==> src/rtl/ws2812b_pkg.sv <==
// ws2812b_pkg: state encoding and default DATA_WIDTH / LATCH_CYCLES shared by the scanner and serializer
package ws2812b_pkg;
  typedef enum logic [2:0] {IDLE, READ, CAPTURE, PRESENT, LATCH} state_t;
  localparam int DEF_DATA_WIDTH = 24;
  localparam int DEF_LATCH_CYCLES = 6000;
endpackage

==> src/rtl/ws2812b_frame_scanner_if.sv <==
// ws2812b_frame_scanner_if: BRAM read port (bram_addr_out/bram_data_out) plus pixel valid/ready stream (pix_data/pix_valid/pix_ready/pix_last); master = scanner
interface ws2812b_frame_scanner_if #(
  parameter int DATA_WIDTH = 24,
  parameter int ADDR_WIDTH = 8
);
  logic [ADDR_WIDTH-1:0] bram_addr_out;
  logic [DATA_WIDTH-1:0] bram_data_out;
  logic [DATA_WIDTH-1:0] pix_data;
  logic                  pix_valid;
  logic                  pix_ready;
  logic                  pix_last;
  modport master (output bram_addr_out, pix_data, pix_valid, pix_last, input bram_data_out, pix_ready);
  modport slave (input bram_addr_out, pix_data, pix_valid, pix_last, output bram_data_out, pix_ready);
endinterface

==> src/rtl/ws2812b_gap_timer.sv <==
// ws2812b_gap_timer: loadable down-counter (clk, reset, load/load_val in; done out, high while the count is 1)
module ws2812b_gap_timer #(
  parameter int WIDTH = 13
) (
  input  logic             clk,
  input  logic             reset,
  input  logic             load,
  input  logic [WIDTH-1:0] load_val,
  output logic             done
);
  logic [WIDTH-1:0] cnt_q, cnt_d;
  always_comb cnt_d = load ? load_val : (cnt_q != '0) ? cnt_q - WIDTH'(1) : cnt_q;
  always_ff @(posedge clk or posedge reset)
    if (reset) cnt_q <= '0;
    else cnt_q <= cnt_d;
  assign done = cnt_q == WIDTH'(1);
endmodule

==> src/rtl/ws2812b_frame_scanner.sv <==
// ws2812b_frame_scanner: walks the frame-buffer BRAM and streams pixels over bus (master), then a latch gap; clk, reset, enable in; busy, frame_done out
module ws2812b_frame_scanner
  import ws2812b_pkg::*;
#(
  parameter int DATA_WIDTH   = DEF_DATA_WIDTH,
  parameter int ADDR_WIDTH   = 8,
  parameter int NUM_LEDS     = 64,
  parameter int LATCH_CYCLES = DEF_LATCH_CYCLES
) (
  input  logic                    clk,
  input  logic                    reset,
  input  logic                    enable,
  ws2812b_frame_scanner_if.master bus,
  output logic                    busy,
  output logic                    frame_done
);
  localparam int GW = $clog2(LATCH_CYCLES + 1);
  localparam logic [ADDR_WIDTH-1:0] LAST_ADDR = ADDR_WIDTH'(NUM_LEDS - 1);
  state_t                state_q, state_d;
  logic [ADDR_WIDTH-1:0] addr_q, addr_d;
  logic [DATA_WIDTH-1:0] pix_data_q, pix_data_d;
  logic                  pix_valid_q, pix_valid_d, pix_last_q, pix_last_d;
  logic                  gap_load, gap_done;
  ws2812b_gap_timer #(.WIDTH(GW)) u_gap (
    .clk,
    .reset,
    .load(gap_load),
    .load_val(GW'(LATCH_CYCLES)),
    .done(gap_done)
  );
  always_comb begin
    state_d     = state_q;
    addr_d      = addr_q;
    pix_data_d  = pix_data_q;
    pix_valid_d = pix_valid_q;
    pix_last_d  = pix_last_q;
    gap_load    = 1'b0;
    case (state_q)
      IDLE: begin
        addr_d  = '0;
        state_d = enable ? READ : IDLE;
      end
      READ: state_d = CAPTURE;
      CAPTURE: begin
        pix_data_d  = bus.bram_data_out;
        pix_valid_d = 1'b1;
        pix_last_d  = addr_q == LAST_ADDR;
        state_d     = PRESENT;
      end
      PRESENT:
        if (bus.pix_ready) begin
          pix_valid_d = 1'b0;
          pix_last_d  = 1'b0;
          addr_d      = pix_last_q ? '0 : addr_q + ADDR_WIDTH'(1);
          gap_load    = pix_last_q;
          state_d     = pix_last_q ? LATCH : READ;
        end
      LATCH: state_d = !gap_done ? LATCH : enable ? READ : IDLE;
      default: state_d = IDLE;
    endcase
  end
  always_ff @(posedge clk or posedge reset)
    if (reset) begin
      state_q     <= IDLE;
      addr_q      <= '0;
      pix_data_q  <= '0;
      pix_valid_q <= 1'b0;
      pix_last_q  <= 1'b0;
    end else begin
      state_q     <= state_d;
      addr_q      <= addr_d;
      pix_data_q  <= pix_data_d;
      pix_valid_q <= pix_valid_d;
      pix_last_q  <= pix_last_d;
    end
  assign bus.bram_addr_out = addr_q;
  assign bus.pix_data      = pix_data_q;
  assign bus.pix_valid     = pix_valid_q;
  assign bus.pix_last      = pix_last_q;
  assign busy              = state_q != IDLE;
  assign frame_done        = state_q == LATCH && gap_done;
endmodule

==> src/flat_wrapper.sv <==
// flat-port wrapper written by rule: the top's interface ports become plain ports
module ws2812b_frame_scanner_flat import ws2812b_pkg::*;
#(
  parameter int DATA_WIDTH   = DEF_DATA_WIDTH,
  parameter int ADDR_WIDTH   = 8,
  parameter int NUM_LEDS     = 64,
  parameter int LATCH_CYCLES = DEF_LATCH_CYCLES
)
  (clk, reset, enable, busy, frame_done, bus_bram_addr_out, bus_pix_data, bus_pix_valid, bus_pix_last, bus_bram_data_out, bus_pix_ready);
  ws2812b_frame_scanner_if #(.DATA_WIDTH(DATA_WIDTH), .ADDR_WIDTH(ADDR_WIDTH)) bus_i ();
  input  logic clk;
  input  logic reset;
  input  logic enable;
  output logic busy;
  output logic frame_done;
  output wire logic [$bits(bus_i.bram_addr_out)-1:0] bus_bram_addr_out;
  output wire logic [$bits(bus_i.pix_data)-1:0] bus_pix_data;
  output wire logic [$bits(bus_i.pix_valid)-1:0] bus_pix_valid;
  output wire logic [$bits(bus_i.pix_last)-1:0] bus_pix_last;
  input wire logic [$bits(bus_i.bram_data_out)-1:0] bus_bram_data_out;
  input wire logic [$bits(bus_i.pix_ready)-1:0] bus_pix_ready;
  assign bus_bram_addr_out = bus_i.bram_addr_out;
  assign bus_pix_data = bus_i.pix_data;
  assign bus_pix_valid = bus_i.pix_valid;
  assign bus_pix_last = bus_i.pix_last;
  assign bus_i.bram_data_out = bus_bram_data_out;
  assign bus_i.pix_ready = bus_pix_ready;
  ws2812b_frame_scanner #(.DATA_WIDTH(DATA_WIDTH), .ADDR_WIDTH(ADDR_WIDTH), .NUM_LEDS(NUM_LEDS), .LATCH_CYCLES(LATCH_CYCLES)) u_core (.clk(clk), .reset(reset), .enable(enable), .bus(bus_i), .busy(busy), .frame_done(frame_done));
endmodule
==> config.mk <==
export PLATFORM = sky130hd
export DESIGN_NAME = ws2812b_frame_scanner_flat
export DESIGN_NICKNAME = d
export VERILOG_FILES = /design/src/rtl/ws2812b_pkg.sv /design/src/rtl/ws2812b_frame_scanner_if.sv /design/src/rtl/ws2812b_gap_timer.sv /design/src/rtl/ws2812b_frame_scanner.sv /design/src/flat_wrapper.sv
export SDC_FILE = /design/constraint.sdc
export NUM_CORES = 1
export LEC_CHECK = 0
export CORE_UTILIZATION = 30
export DETAILED_ROUTE_END_ITERATION = 8
export HOLD_SLACK_MARGIN = 0.05
export SLEW_MARGIN = 20
export SYNTH_ARGS = -nofsm -noshare
export SYNTH_HDL_FRONTEND = slang
export SYNTH_SLANG_ARGS = --single-unit
==> constraint.sdc <==
create_clock -name clk -period 4.33 [get_ports clk]
set_input_delay 0.866 -clock clk [delete_from_list [all_inputs] [get_ports clk]]
set_output_delay 0.866 -clock clk [all_outputs]
set_load 0.02 [all_outputs]
Word level (Yosys, flattened, before mapping)
Index checks and enable logic that the tools add are counted.

storage, ports and cells
  register bits after elaboration = 50
  latch bits = 0
  RAM bits = 0
  bits in read-only memories = 0
  input bits = 28
  output and inout port bits = 36
  logic and storage cells = 39
  memories = 0

operators by class
  add/sub/neg operators = 2
  multipliers = 0
  div/mod/pow operators = 0
  $lt $le $gt $ge = 0
  equal/unequal tests = 7
  shifts and indexed selects = 0
  mux-type cells = 15
  bitwise operators = 0
  reduce and logical (&&, ||, !) cells = 9

operators with widths
  operator                                             count
  2-to-1 mux 13 bit                                    2
  2-to-1 mux 8 bit                                     2
  one-hot mux 8 bit (2 select lines)                   1
  one-hot mux 3 bit (5 select lines)                   1
  == test 13 x 1 -> 1 bit (second input constant)      1
  nonzero test 13 bit                                  1
  subtractor 13 x 1 -> 13 bit (second input constant)  1
  2-to-1 mux 3 bit                                     3
  adder 8 x 1 -> 8 bit (second input constant)         1
  == test 8 x 6 -> 1 bit (second input constant)       1
  == test 3 x 2 -> 1 bit (second input constant)       2
  nonzero test 2 bit                                   3
  2-to-1 mux 1 bit                                     4
  one-hot mux 1 bit (2 select lines)                   2
  AND reduction 2 bit                                  2
  == test 3 x 1 -> 1 bit (second input constant)       1
  == test 3 bit (second input constant)                1
  zero test 3 bit                                      1
  nonzero test 3 bit                                   1
  inequality test 2 bit (second input constant)        1
  logical AND 1 bit                                    1

Logic depth before layout (Yosys ltp)
  depth after elaboration = 4
  depth in mapped cells = 7
  gate-level depth less buffers = 6

Modules after synthesis
A second synthesis with hierarchy kept.

unflattened totals
  cell total of the unflattened synthesis = 226
  area, all modules = 2456.1 µm²

by module, submodules not included
  module                 times used  cells each  area each (µm²)  seq. area each (µm²)
  ws2812b_frame_scanner  1           135         1634.1           925.9
  ws2812b_gap_timer      1           91          822.0            325.3

Worst setup path before layout
No wires, ideal clock.

  kind = reg-to-output
  start point = register u_core.u_gap.cnt_q[2]
  end point = output frame_done
  arrival time = 1622 ps
  required time = 3464 ps
  setup slack = 1842 ps
  stages on the path, launching flop included = 5
  buffers on the path = 0
  path through = dfrtp_1 or4_1 nor4_1 nand3b_1 nor2_1

between the ends
  cells in the longest elaborated chain, start to end = 2

ends and longest elaborated chain
  element                  line                         RTL
  start, declared          ws2812b_gap_timer.sv:11      logic [WIDTH-1:0] cnt_q, cnt_d;
  start signal, assigned   ws2812b_gap_timer.sv:15      else cnt_q <= cnt_d;
  == test 13 x 1 -> 1 bit  ws2812b_gap_timer.sv:16      assign done = cnt_q == WIDTH'(1);
  logical AND 1 bit        ws2812b_frame_scanner.sv:81  assign frame_done = state_q == LATCH && gap_done;
  end, declared            flat_wrapper.sv:15           output logic frame_done;

Every way passes these cells.

Worst setup path after layout
  start point = register u_core.u_gap.cnt_q[10]
  end point = output frame_done

The elaborated chain is that of the path after synthesis.

==> results.md <==
* TNS Setup at 0 ns
* First-pass GRT wire length at 8.23 mm
* CP arrival at 2.44 ns
* Final Wtd Congestion at 0.757
* ANT nets after route at 0
* Diodes inserted at 0
* Num Clock Sinks at 50
* Multi-input logic area at 1020 sq um
* Initial Util at 31.5%
* Max Freq at 0.303 GHz
* Post-synthesis sequential area ratio at 54.1%
* Mapped Avg Cell Area at 11.5 sq um
* Share of flip-flops with an asynchronous set or reset at 100%
* Fillers at 707
* Critical Path RT at 3.46 ns
* Hold slack at 0.493 ns
* Final min period at 3.30 ns
* Worst-margin pin slew at 0.863 ns
* Vias at 1782
* TritonCTS clock tree: built
* Critical-path cell list: or4_1 -> nor4_1 -> nand3b_1 -> nor2_1 -> clkdlybuf4s50_1
* Post-synth EDFFs at 0
* Share of layout cells above drive strength 1 at 16.5%
* WL final at 4.73 mm
* # H-tree levels at 2
* Synthesis-to-finish area growth at 37.0%
* Post-CTS Setup Bufs at 0
* Pwr dens at 620 nW/um^2
* Reg clk slew, reported paths at 0.09 ns
* Clock tree buffer depth at 2
* Total GRT Usage at 12.5%
* Clk_lat worst skew at 0.30 ns
* CP startpoint: u_core.u_gap.cnt_q[10]
* Fin. Hold Viols at 0
* Largest net degree at the start of global routing at 51
* Die area at 8060 sq um
* Final Max Tran Viols at 0
* Syn Nets at 233
* Die width at 89.8 um
* Reg-to-reg critical path startpoint: u_core.u_gap.cnt_q[0]
* Delay-heaviest family, CP: simple AND/OR/NAND/NOR gates
* Slew HR at 42.5%
* Initial antenna violation count at 0
* Top_reg_cell synth: dfrtp_1
* Synth cell types at 43
* Largest stage delay, worst path at 0.64 ns
* Drt first pass iters at 6
* LEAKAGE at 0.00128 uW
* FF+latch area at 1250 sq um
* DRT iter0 DRCs at 34
* Crit path launch type: flip-flop
* Hold Path Class: reg -> reg
* Synth Instances at 201
* I/O Buffers at 63
* Seq cells post-synth at 50
* Final HPWL from detailed placement at 3.31 mm
* Max cap viols at 0
* Std cell rows at 31
* Clk root buf: clkbuf_8
* Final period util at 76.3%
* Peak supply drop at 0.248 mV
* Per-cell routed wire length at 12.9 um
* Unrepaired setup endpoints after global routing: false
* Gr ovfl total at 0
* Core Util, Final at 43.2%
* Final worst setup slack at 1.03 ns
* Final setup vio count at 0
* Hold_buf cts at 0
* Crit path max fanout at 6
* Yosys warns at 0
* Vert. Die Dim at 89.8 um
* Number of remaining DRC errors at 0
* Crit path buffers/inverters at 1
* Vias in the first global route at 1740
* Yosys top cell by area: dfrtp_1
* NumNets Final at 299
* Final Skew at 0.0105 ns
* R2r setup slk at 2.25 ns
* Hold Crit Start: u_core.bus.pix_valid
* Number of I/O pins at 64
* PostCTS Resize Cnt at 0
* Core Area at 7330 sq um
* Worst Setup End Kind: primary output
* Vias per Instance at 4.87
* Kind of critical path: reg -> out
* Top area cells in the synthesized netlist: dfrtp_1 54%, mux2_2 12%, nor2_1 2.6%
* Dpl ws at 1.33 ns
* Top cell type's share of synthesized area at 54.1%
* CTS buffer count at 5
* Status: finished, final reports clean
* Post-synthesis cell area at 2310 sq um
* Critical Path Slowest Stage Cell: or4_1
placed cells by master, fill, tap and decap left out, drive strengths merged, types with 2 or more instances in the layout:
cell / Yosys / routed
nor2: 16 / 16
nand2b: 3 / 3
ha: 4 / 4
clkdlybuf4s50: 0 / 63
a21oi: 6 / 6
or2: 3 / 3
a211o: 2 / 2
nand2: 11 / 11
clkbuf: 4 / 6
nand3b: 2 / 2
a22o: 3 / 3
nand3: 9 / 9
inv: 4 / 3
mux2i: 5 / 5
o21ai: 12 / 12
o31ai: 4 / 4
buf: 2 / 2
nor4b: 3 / 3
mux2: 24 / 24
or3: 2 / 2
dfrtp: 50 / 50
and3: 6 / 6
nor2b: 2 / 2
nor4: 3 / 3
or4: 7 / 7
through the flow:
stage | instances | total power (uW) | area, sq um
after floorplan | 201 | 1240 | 2310
final | 366 | 1960 | 3170
after global placement | 359 | 1640 | 3050
after CTS | 366 | 2000 | 3160
after global routing | 366 | 2090 | 3170
after detailed placement | 359 | 1650 | 3050
per-layer routing:
layer  vias to the layer above  routed length [um]  global-route usage [%]
li1                        866                   -                       -
met1                       876                2090                    15.4
met2                        36                2380                    21.7
met3                         4                 218                    3.13
met4                         0                  35                    3.28
met5                         -                   0                       0
where the power goes:
| group | internal, uW | total (uW) | leakage (uW) | switching [uW] |
|---|---|---|---|---|
| clock | 185 | 335 | 0.0000573 | 150 |
| combinational | 484 | 903 | 0.000643 | 419 |
| sequential | 625 | 725 | 0.000579 | 99.9 |
cell families after synthesis:
group                    share of synthesized area [%]
AND/OR/NAND/NOR                                   18.0
flip-flops                                        54.1
AO/OA/AOI/OAI                                     9.42
multiplexers                                      13.9
buffers and inverters                             2.00
adder cells (fa/ha/maj)                           2.17
XOR/XNOR                                         0.379
synthesized netlist by cell type (all sizes together) (2+ instances only):
library cell,instances
o31ai,4
a21oi,6
or3,2
nand2,11
o21ai,12
nand3,9
nor2b,2
and3,6
or2,3
dfrtp,50
ha,4
nor4b,3
nand2b,3
clkbuf,4
a22o,3
mux2i,5
mux2,24
nor4,3
nand3b,2
or4,7
nor2,16
buf,2
inv,4
a211o,2
registers in the layout (all words and copies together) (netlist names):
register                  flops
u_core.bus.bram_addr_out      8
u_core.bus.pix_data          24
u_core.bus.pix_last           1
u_core.bus.pix_valid          1
u_core.state_q                3
u_core.u_gap.cnt_q           13
final cells by class:
cell class / instances / share of cell area [%]
sequential: 50 / 39.5
multi-input combinational: 141 / 32.1
timing repair buffer: 65 / 20.4
tap: 99 / 3.91
clock buffer: 6 / 2.61
clock inverter: 1 / 0.949
inverter: 4 / 0.514
worst paths after layout:
path | to | cells past startpoint
max | frame_done | 5
min | u_core.bus.pix_valid | 1
max reg2reg | u_core.u_gap.cnt_q[4] | 6
min reg2reg | u_core.bus.pix_valid | 1
max in group asynchronous | u_core.state_q[2] | 2
min in group asynchronous | u_core.bus.pix_data[20] | 2
No activity file was read; power rests on OpenSTA's default activity.
